File: src/rtl/inst_queue_pkg.sv
// Shared widths, constants and the queue slot payload type for the instruction queue.
package inst_queue_pkg;

    localparam int unsigned IQ_SIZE_LOG_DEF = 4;
    localparam int unsigned IQ_SIZE_DEF     = 1 << IQ_SIZE_LOG_DEF;
    localparam int unsigned XLEN            = 32;

    localparam logic TRUE  = 1'b1;
    localparam logic FALSE = 1'b0;

    typedef struct packed {
        logic [XLEN-1:0] inst;
        logic [XLEN-1:0] pc;
        logic [XLEN-1:0] btb_pc;
        logic            btb_predict;
    } iq_entry_t;

endpackage

File: src/rtl/inst_queue_if.sv
// Fetcher/decoder/ROB side bundle of the instruction queue; the queue itself is the slave.
interface inst_queue_if;
    import inst_queue_pkg::*;

    logic            rdy;
    logic            Fetch_flag;
    logic [XLEN-1:0] Fetch_inst;
    logic [XLEN-1:0] Fetch_PC;
    logic [XLEN-1:0] Fetch_BTB_PC;
    logic            Fetch_BTB_predict;
    logic            IQ_full;
    logic            IQ_flag;
    logic [XLEN-1:0] IQ_inst;
    logic [XLEN-1:0] IQ_PC;
    logic [XLEN-1:0] IQ_BTB_PC;
    logic            IQ_BTB_predict;
    logic            Dec_flag;
    logic            ROB_clear;

    modport master (
        output rdy, Fetch_flag, Fetch_inst, Fetch_PC, Fetch_BTB_PC, Fetch_BTB_predict,
               Dec_flag, ROB_clear,
        input  IQ_full, IQ_flag, IQ_inst, IQ_PC, IQ_BTB_PC, IQ_BTB_predict
    );

    modport slave (
        input  rdy, Fetch_flag, Fetch_inst, Fetch_PC, Fetch_BTB_PC, Fetch_BTB_predict,
               Dec_flag, ROB_clear,
        output IQ_full, IQ_flag, IQ_inst, IQ_PC, IQ_BTB_PC, IQ_BTB_predict
    );

endinterface

File: src/rtl/inst_queue.sv
// Circular instruction queue between fetch and decode; head entry is presented combinationally
// and the whole queue is discarded in one cycle on a ROB flush.
module inst_queue
    import inst_queue_pkg::*;
#(
    parameter int unsigned IQ_SIZE_LOG = IQ_SIZE_LOG_DEF
) (
    input  logic         clk,
    input  logic         rst_n,
    inst_queue_if.slave  bus
);

    localparam int unsigned IQ_SIZE = 1 << IQ_SIZE_LOG;
    localparam int unsigned IW      = IQ_SIZE_LOG;
    localparam int unsigned CW      = IQ_SIZE_LOG + 1;

    logic [IW-1:0] head_q, head_d;
    logic [IW-1:0] tail_q, tail_d;
    logic [CW-1:0] count_q, count_d;
    iq_entry_t     slot_q [IQ_SIZE];
    iq_entry_t     slot_d [IQ_SIZE];

    logic      pop;
    logic      push;
    iq_entry_t wr_entry;
    iq_entry_t head_entry;

    // Next-state: flush wins over push/pop, and rdy low holds everything.
    always_comb begin
        head_d   = head_q;
        tail_d   = tail_q;
        count_d  = count_q;
        slot_d   = slot_q;
        pop      = bus.Dec_flag && (count_q != '0);
        push     = bus.Fetch_flag && ((count_q != CW'(IQ_SIZE)) || pop);
        wr_entry = '{inst:        bus.Fetch_inst,
                     pc:          bus.Fetch_PC,
                     btb_pc:      bus.Fetch_BTB_PC,
                     btb_predict: bus.Fetch_BTB_predict};
        if (bus.rdy == TRUE) begin
            if (bus.ROB_clear == TRUE) begin
                head_d  = '0;
                tail_d  = '0;
                count_d = '0;
            end else begin
                if (push) begin
                    slot_d[tail_q] = wr_entry;
                    tail_d         = tail_q + IW'(1);
                end
                if (pop) begin
                    head_d = head_q + IW'(1);
                end
                if (push && !pop) begin
                    count_d = count_q + CW'(1);
                end else if (pop && !push) begin
                    count_d = count_q - CW'(1);
                end
            end
        end
    end

    always_ff @(posedge clk or negedge rst_n) begin
        if (!rst_n) begin
            head_q  <= '0;
            tail_q  <= '0;
            count_q <= '0;
            for (int unsigned i = 0; i < IQ_SIZE; i++) begin
                slot_q[i] <= '0;
            end
        end else begin
            head_q  <= head_d;
            tail_q  <= tail_d;
            count_q <= count_d;
            slot_q  <= slot_d;
        end
    end

    // Full asserts one slot early so a push already in flight from the fetcher still fits.
    always_comb begin
        head_entry         = slot_q[head_q];
        bus.IQ_flag        = (count_q != '0);
        bus.IQ_full        = (count_q >= CW'(IQ_SIZE - 1));
        bus.IQ_inst        = head_entry.inst;
        bus.IQ_PC          = head_entry.pc;
        bus.IQ_BTB_PC      = head_entry.btb_pc;
        bus.IQ_BTB_predict = head_entry.btb_predict;
    end

endmodule

File: src/flat_wrapper.sv
// flat-port wrapper written by rule: the top's interface ports become plain ports
module inst_queue_flat import inst_queue_pkg::*;
#(
    parameter int unsigned IQ_SIZE_LOG = IQ_SIZE_LOG_DEF
)
  (clk, rst_n, bus_rdy, bus_Fetch_flag, bus_Fetch_inst, bus_Fetch_PC, bus_Fetch_BTB_PC, bus_Fetch_BTB_predict, bus_Dec_flag, bus_ROB_clear, bus_IQ_full, bus_IQ_flag, bus_IQ_inst, bus_IQ_PC, bus_IQ_BTB_PC, bus_IQ_BTB_predict);
  inst_queue_if bus_i ();
  input  logic clk;
  input  logic rst_n;
  input wire logic [$bits(bus_i.rdy)-1:0] bus_rdy;
  input wire logic [$bits(bus_i.Fetch_flag)-1:0] bus_Fetch_flag;
  input wire logic [$bits(bus_i.Fetch_inst)-1:0] bus_Fetch_inst;
  input wire logic [$bits(bus_i.Fetch_PC)-1:0] bus_Fetch_PC;
  input wire logic [$bits(bus_i.Fetch_BTB_PC)-1:0] bus_Fetch_BTB_PC;
  input wire logic [$bits(bus_i.Fetch_BTB_predict)-1:0] bus_Fetch_BTB_predict;
  input wire logic [$bits(bus_i.Dec_flag)-1:0] bus_Dec_flag;
  input wire logic [$bits(bus_i.ROB_clear)-1:0] bus_ROB_clear;
  output wire logic [$bits(bus_i.IQ_full)-1:0] bus_IQ_full;
  output wire logic [$bits(bus_i.IQ_flag)-1:0] bus_IQ_flag;
  output wire logic [$bits(bus_i.IQ_inst)-1:0] bus_IQ_inst;
  output wire logic [$bits(bus_i.IQ_PC)-1:0] bus_IQ_PC;
  output wire logic [$bits(bus_i.IQ_BTB_PC)-1:0] bus_IQ_BTB_PC;
  output wire logic [$bits(bus_i.IQ_BTB_predict)-1:0] bus_IQ_BTB_predict;
  assign bus_i.rdy = bus_rdy;
  assign bus_i.Fetch_flag = bus_Fetch_flag;
  assign bus_i.Fetch_inst = bus_Fetch_inst;
  assign bus_i.Fetch_PC = bus_Fetch_PC;
  assign bus_i.Fetch_BTB_PC = bus_Fetch_BTB_PC;
  assign bus_i.Fetch_BTB_predict = bus_Fetch_BTB_predict;
  assign bus_i.Dec_flag = bus_Dec_flag;
  assign bus_i.ROB_clear = bus_ROB_clear;
  assign bus_IQ_full = bus_i.IQ_full;
  assign bus_IQ_flag = bus_i.IQ_flag;
  assign bus_IQ_inst = bus_i.IQ_inst;
  assign bus_IQ_PC = bus_i.IQ_PC;
  assign bus_IQ_BTB_PC = bus_i.IQ_BTB_PC;
  assign bus_IQ_BTB_predict = bus_i.IQ_BTB_predict;
  inst_queue #(.IQ_SIZE_LOG(IQ_SIZE_LOG)) u_core (.clk(clk), .rst_n(rst_n), .bus(bus_i));
endmodule
File: config.mk
export PLATFORM = sky130hd
export DESIGN_NAME = inst_queue_flat
export DESIGN_NICKNAME = d
export VERILOG_FILES = /design/src/rtl/inst_queue_pkg.sv /design/src/rtl/inst_queue_if.sv /design/src/rtl/inst_queue.sv /design/src/flat_wrapper.sv
export SDC_FILE = /design/constraint.sdc
export NUM_CORES = 2
export LEC_CHECK = 0
export CAP_MARGIN = 20
export CORE_AREA = 2 2 362 364
export DETAILED_ROUTE_END_ITERATION = 8
export DIE_AREA = 0 0 364 366
export GPL_TIMING_DRIVEN = 1
export PLACE_DENSITY = 0.72
export SYNTH_ARGS = -nofsm -noshare
export SYNTH_HDL_FRONTEND = slang
export SYNTH_SLANG_ARGS = --single-unit
File: constraint.sdc
create_clock -name clk -period 7.4 [get_ports clk]
set_clock_uncertainty 0.05 [all_clocks]
set_input_delay 0.74 -clock clk [delete_from_list [all_inputs] [get_ports clk]]
set_output_delay 0.74 -clock clk [all_outputs]
set_load 0.02 [all_outputs]
==> impl_results.md <==
- Tcrit/Tclk final: 66.7%
- Syn avg cell area: 17.3 um2
- Critical path class: reg2out
- Sink Count: between 1500 and 2000
- Core area: 129000 um2
- Routed vias/inst: 6.17
- Compound-Gate Fraction of Synth Area: 0.326%
- CTS Buf Count: 165
- Routed wire length: 159 mm
- Router iterations before antenna repair: 5
- # DRC: 0
- Mux contribution to synthesized area: between 40% and 50%
- Endpoint class of the critical path: output pin
- Placer's final routability congestion estimate: about 0.73
- Max_cap viols: 0
- CP arrival: around 4.2 ns
- Cell count of the worst hold path: 1
- Port bufs: 201
- Post-synthesis simple-gate area fraction: less than 1%
- Share of layout cells above drive strength 1: 56.1%
- Hold_sp: u_core.slot_q[1276]$_DFFE_PN0P_
- Io pins: between 200 and 250
- Startpoint Class: flip-flop
- Required time of the critical path: roughly 6.6 ns
- Skew-Pair Late Insertion Delay: 0.78 ns
- FP Rows: 132
- Number of distinct library cells after synthesis: 41
- Max Root-Sink Buffers: 3
- Seq/Total Area, Yosys: between 50% and 60%
- Worst slew pin tran: approximately 1.1 ns
- Run status: finished clean
- Synthesized area: 70600 um2
- DRT iter0 DRCs: 2672
- Max-slew violations: 0
- Slew HR: 25.4%
- Pwr dens: 317 nW/um2
- Grt total ovfl: 0
- Synth Area in XOR/XNOR: 0.0372%
- Worst flop-to-flop path startpoint: u_core.count_q[0]$_DFFE_PN0P_
- Total chip power: 25.2 mW
- First-pass GRT wire length: 249 mm
- RSZ-0062 raised after global routing: false
- Root Driver: clkbuf_16
- DRT antenna net count: 0
- Setup-failing EPs final: 0
- Seq cells post-synth: around 1600
- Via Count: 37068
- Largest net degree at the start of global routing: around 180
- Hold Path Class: reg2reg
- Synth Flop Type: dfrtp_1
- Fin. Hold Viols: 0
- Critical Path Most Common Cell: mux4_2
- Final min period: 4.94 ns
- Slowest CP cell: dfrtp_4
- TritonCTS clock tree: yes
- DR WL/cell: 26.5 um
- Die H: 366 um
- CP max FO: 83
- Highest Clock Rate: 0.202 GHz
- Post-Syn Instances: 4084
- GRT Util Overall: about a quarter
- Maximum vdd ir drop: 0.304 mV
- R2R setup slack: 3.42 ns
- Largest family of logic cells by synthesized area: multiplexers
- Setup TNS: 0 ns
- P_leak: around 36 nW
- Initial antenna violation count: 22
- Clk pin slew, worst setup/hold paths: about 0.06 ns
- H-tree depth: 4
- YS warnings: 0
- Die ar.: 133000 um2
- Final nets: 4246
- Die Wd: approximately 360 um
- Worst R2R Path Depth: 7
- Synth Area in Adders: less than 1%
- Synth async-reset ratio: 100%
- Worst-path cell chain: buf_12 > mux4_2 > mux4_2 > clkdlybuf4s50_1
- Initial Utilization: 54.7%
- Setup repair bufs after CTS: 0
- Crit path largest cell delay: 0.88 ns
- CP startpoint: u_core.head_q[0]$_DFFE_PN0P_
- Vias in the first global route: approximately 39000
- DP Wirelength: 81.1 mm
- Area growth, synth to finish: 12.6%
- Synthesized Nets: 4197
- Post-synth EDFFs: 0
cells in the final DEF, fill, tap and decap left out, types with 4 or more instances in the layout:
| cell type | netlist | routed |
|---|---|---|
| dfrtp_4 | 0 | 4 |
| clkbuf_16 | 0 | 171 |
| clkinv_8 | 0 | 4 |
| ha_1 | 9 | 9 |
| nand3_1 | 4 | 4 |
| mux4_2 | 485 | 485 |
| clkinv_2 | 0 | 28 |
| buf_12 | 1 | 28 |
| clkinvlp_4 | 0 | 6 |
| buf_4 | 3 | 30 |
| bufinv_16 | 0 | 13 |
| o21ai_0 | 6 | 6 |
| dfrtp_1 | 1565 | 1561 |
| nor4_4 | 8 | 9 |
| o31ai_1 | 5 | 5 |
| mux2_2 | 1432 | 1432 |
| clkdlybuf4s50_1 | 0 | 200 |
| mux2_4 | 120 | 120 |
| clkbuf_1 | 184 | 28 |
| a21oi_1 | 8 | 8 |
| and2_4 | 1 | 5 |
| diode_2 | 0 | 4 |
| inv_1 | 6 | 6 |
| nand2_4 | 0 | 4 |
| inv_6 | 0 | 5 |
| clkbuf_8 | 0 | 40 |
| nand2_1 | 18 | 14 |
critical path, delay by kind of cell, from the launching register on:
kind | cells | cell delay, ns
flops | 1 | 0.88
buf+inv | 2 | 1.14
mux | 2 | 1.19
area by class of cell:
cell class,count,area [um2]
Fill cell,9402,49500
Sequential cell,1565,39200
Multi-Input combinational cell,2135,29700
Clock buffer,239,4930
Timing Repair Buffer,260,2830
Tap cell,1742,2180
Clock inverter,57,693
Inverter,6,22.5
Antenna cell,4,10.0
synth_stat cells (all sizes together), types with 5 or more instances:
cell type,n,share of area [%]
mux2,1552,25
o31ai,5,0.053
dfrtp,1565,55
nand2,19,0.10
and2,5,0.048
buf,194,1.6
ha,9,0.16
clkbuf,184,0.98
o21ai,6,0.043
nor4,12,0.30
a21oi,8,0.057
mux4,485,15
inv,6,0.032
flip-flops by register name, indices dropped and copies added, names as in the netlist:
register	cells
u_core.count_q	5
u_core.head_q	4
u_core.slot_q	1552
u_core.tail_q	4
stage by stage:
step | hold WS [ns] | utilization [%] | area (um2) | setup WS [ns] | instances
final | 0.449 | 61.7 | 79500 | 2.46 | 6008
after global routing | 0.455 | 61.7 | 79500 | 2.24 | 6008
after CTS | 0.450 | 61.7 | 79500 | 2.34 | 6004
after detailed placement | 0.437 | 57.3 | 73900 | 2.21 | 5707
after global placement | 0.431 | 57.3 | 73900 | 2.31 | 5707
after floorplan | 0.394 | - | 70600 | 4.22 | 4084
routing by layer:
| layer | wire (um) | vias to the layer above | global-route usage [%] |
|---|---|---|---|
| li1 | - | 15480 | - |
| met1 | 73400 | 20678 | 36.7 |
| met2 | 75300 | 653 | 37.6 |
| met3 | 7510 | 227 | 5.04 |
| met4 | 2910 | 30 | 6.19 |
| met5 | 195 | - | 0 |
what timing repair did:
item	CTS	global route
resized for setup	0	0
endpoints found under the setup margin	0	0
endpoints found under the hold margin	116	0
hold buffers	1	0
worst paths after layout:
kind / endpoint
setup / recovery: bus_IQ_PC[2]
hold / removal: u_core.slot_q[1276]$_DFFE_PN0P_
setup reg to reg: u_core.slot_q[1217]$_DFFE_PN0P_
hold reg to reg: u_core.slot_q[1276]$_DFFE_PN0P_
max in group asynchronous: u_core.slot_q[1518]$_DFFE_PN0P_
min in group asynchronous: u_core.slot_q[317]$_DFFE_PN0P_
power by group:
| part | internal (mW) | switching, mW |
|---|---|---|
| Clock | 5.08 | 3.40 |
| Combinational | 3.47 | 3.08 |
| Sequential | 9.60 | 0.593 |
cell families (layout without fill, tap and decap cells):
logic type               after synthesis  after routing
multiplexers                        2038           2038
flip-flops                          1565           1565
buffers and inverters                384            562
AND/OR/NAND/NOR                       50             50
AO/OA/AOI/OAI                         34             34
adder cells (fa/ha/maj)               10             10
XOR/XNOR                               3              3
other                                  0              4
(Power assumes the default switching activity.)
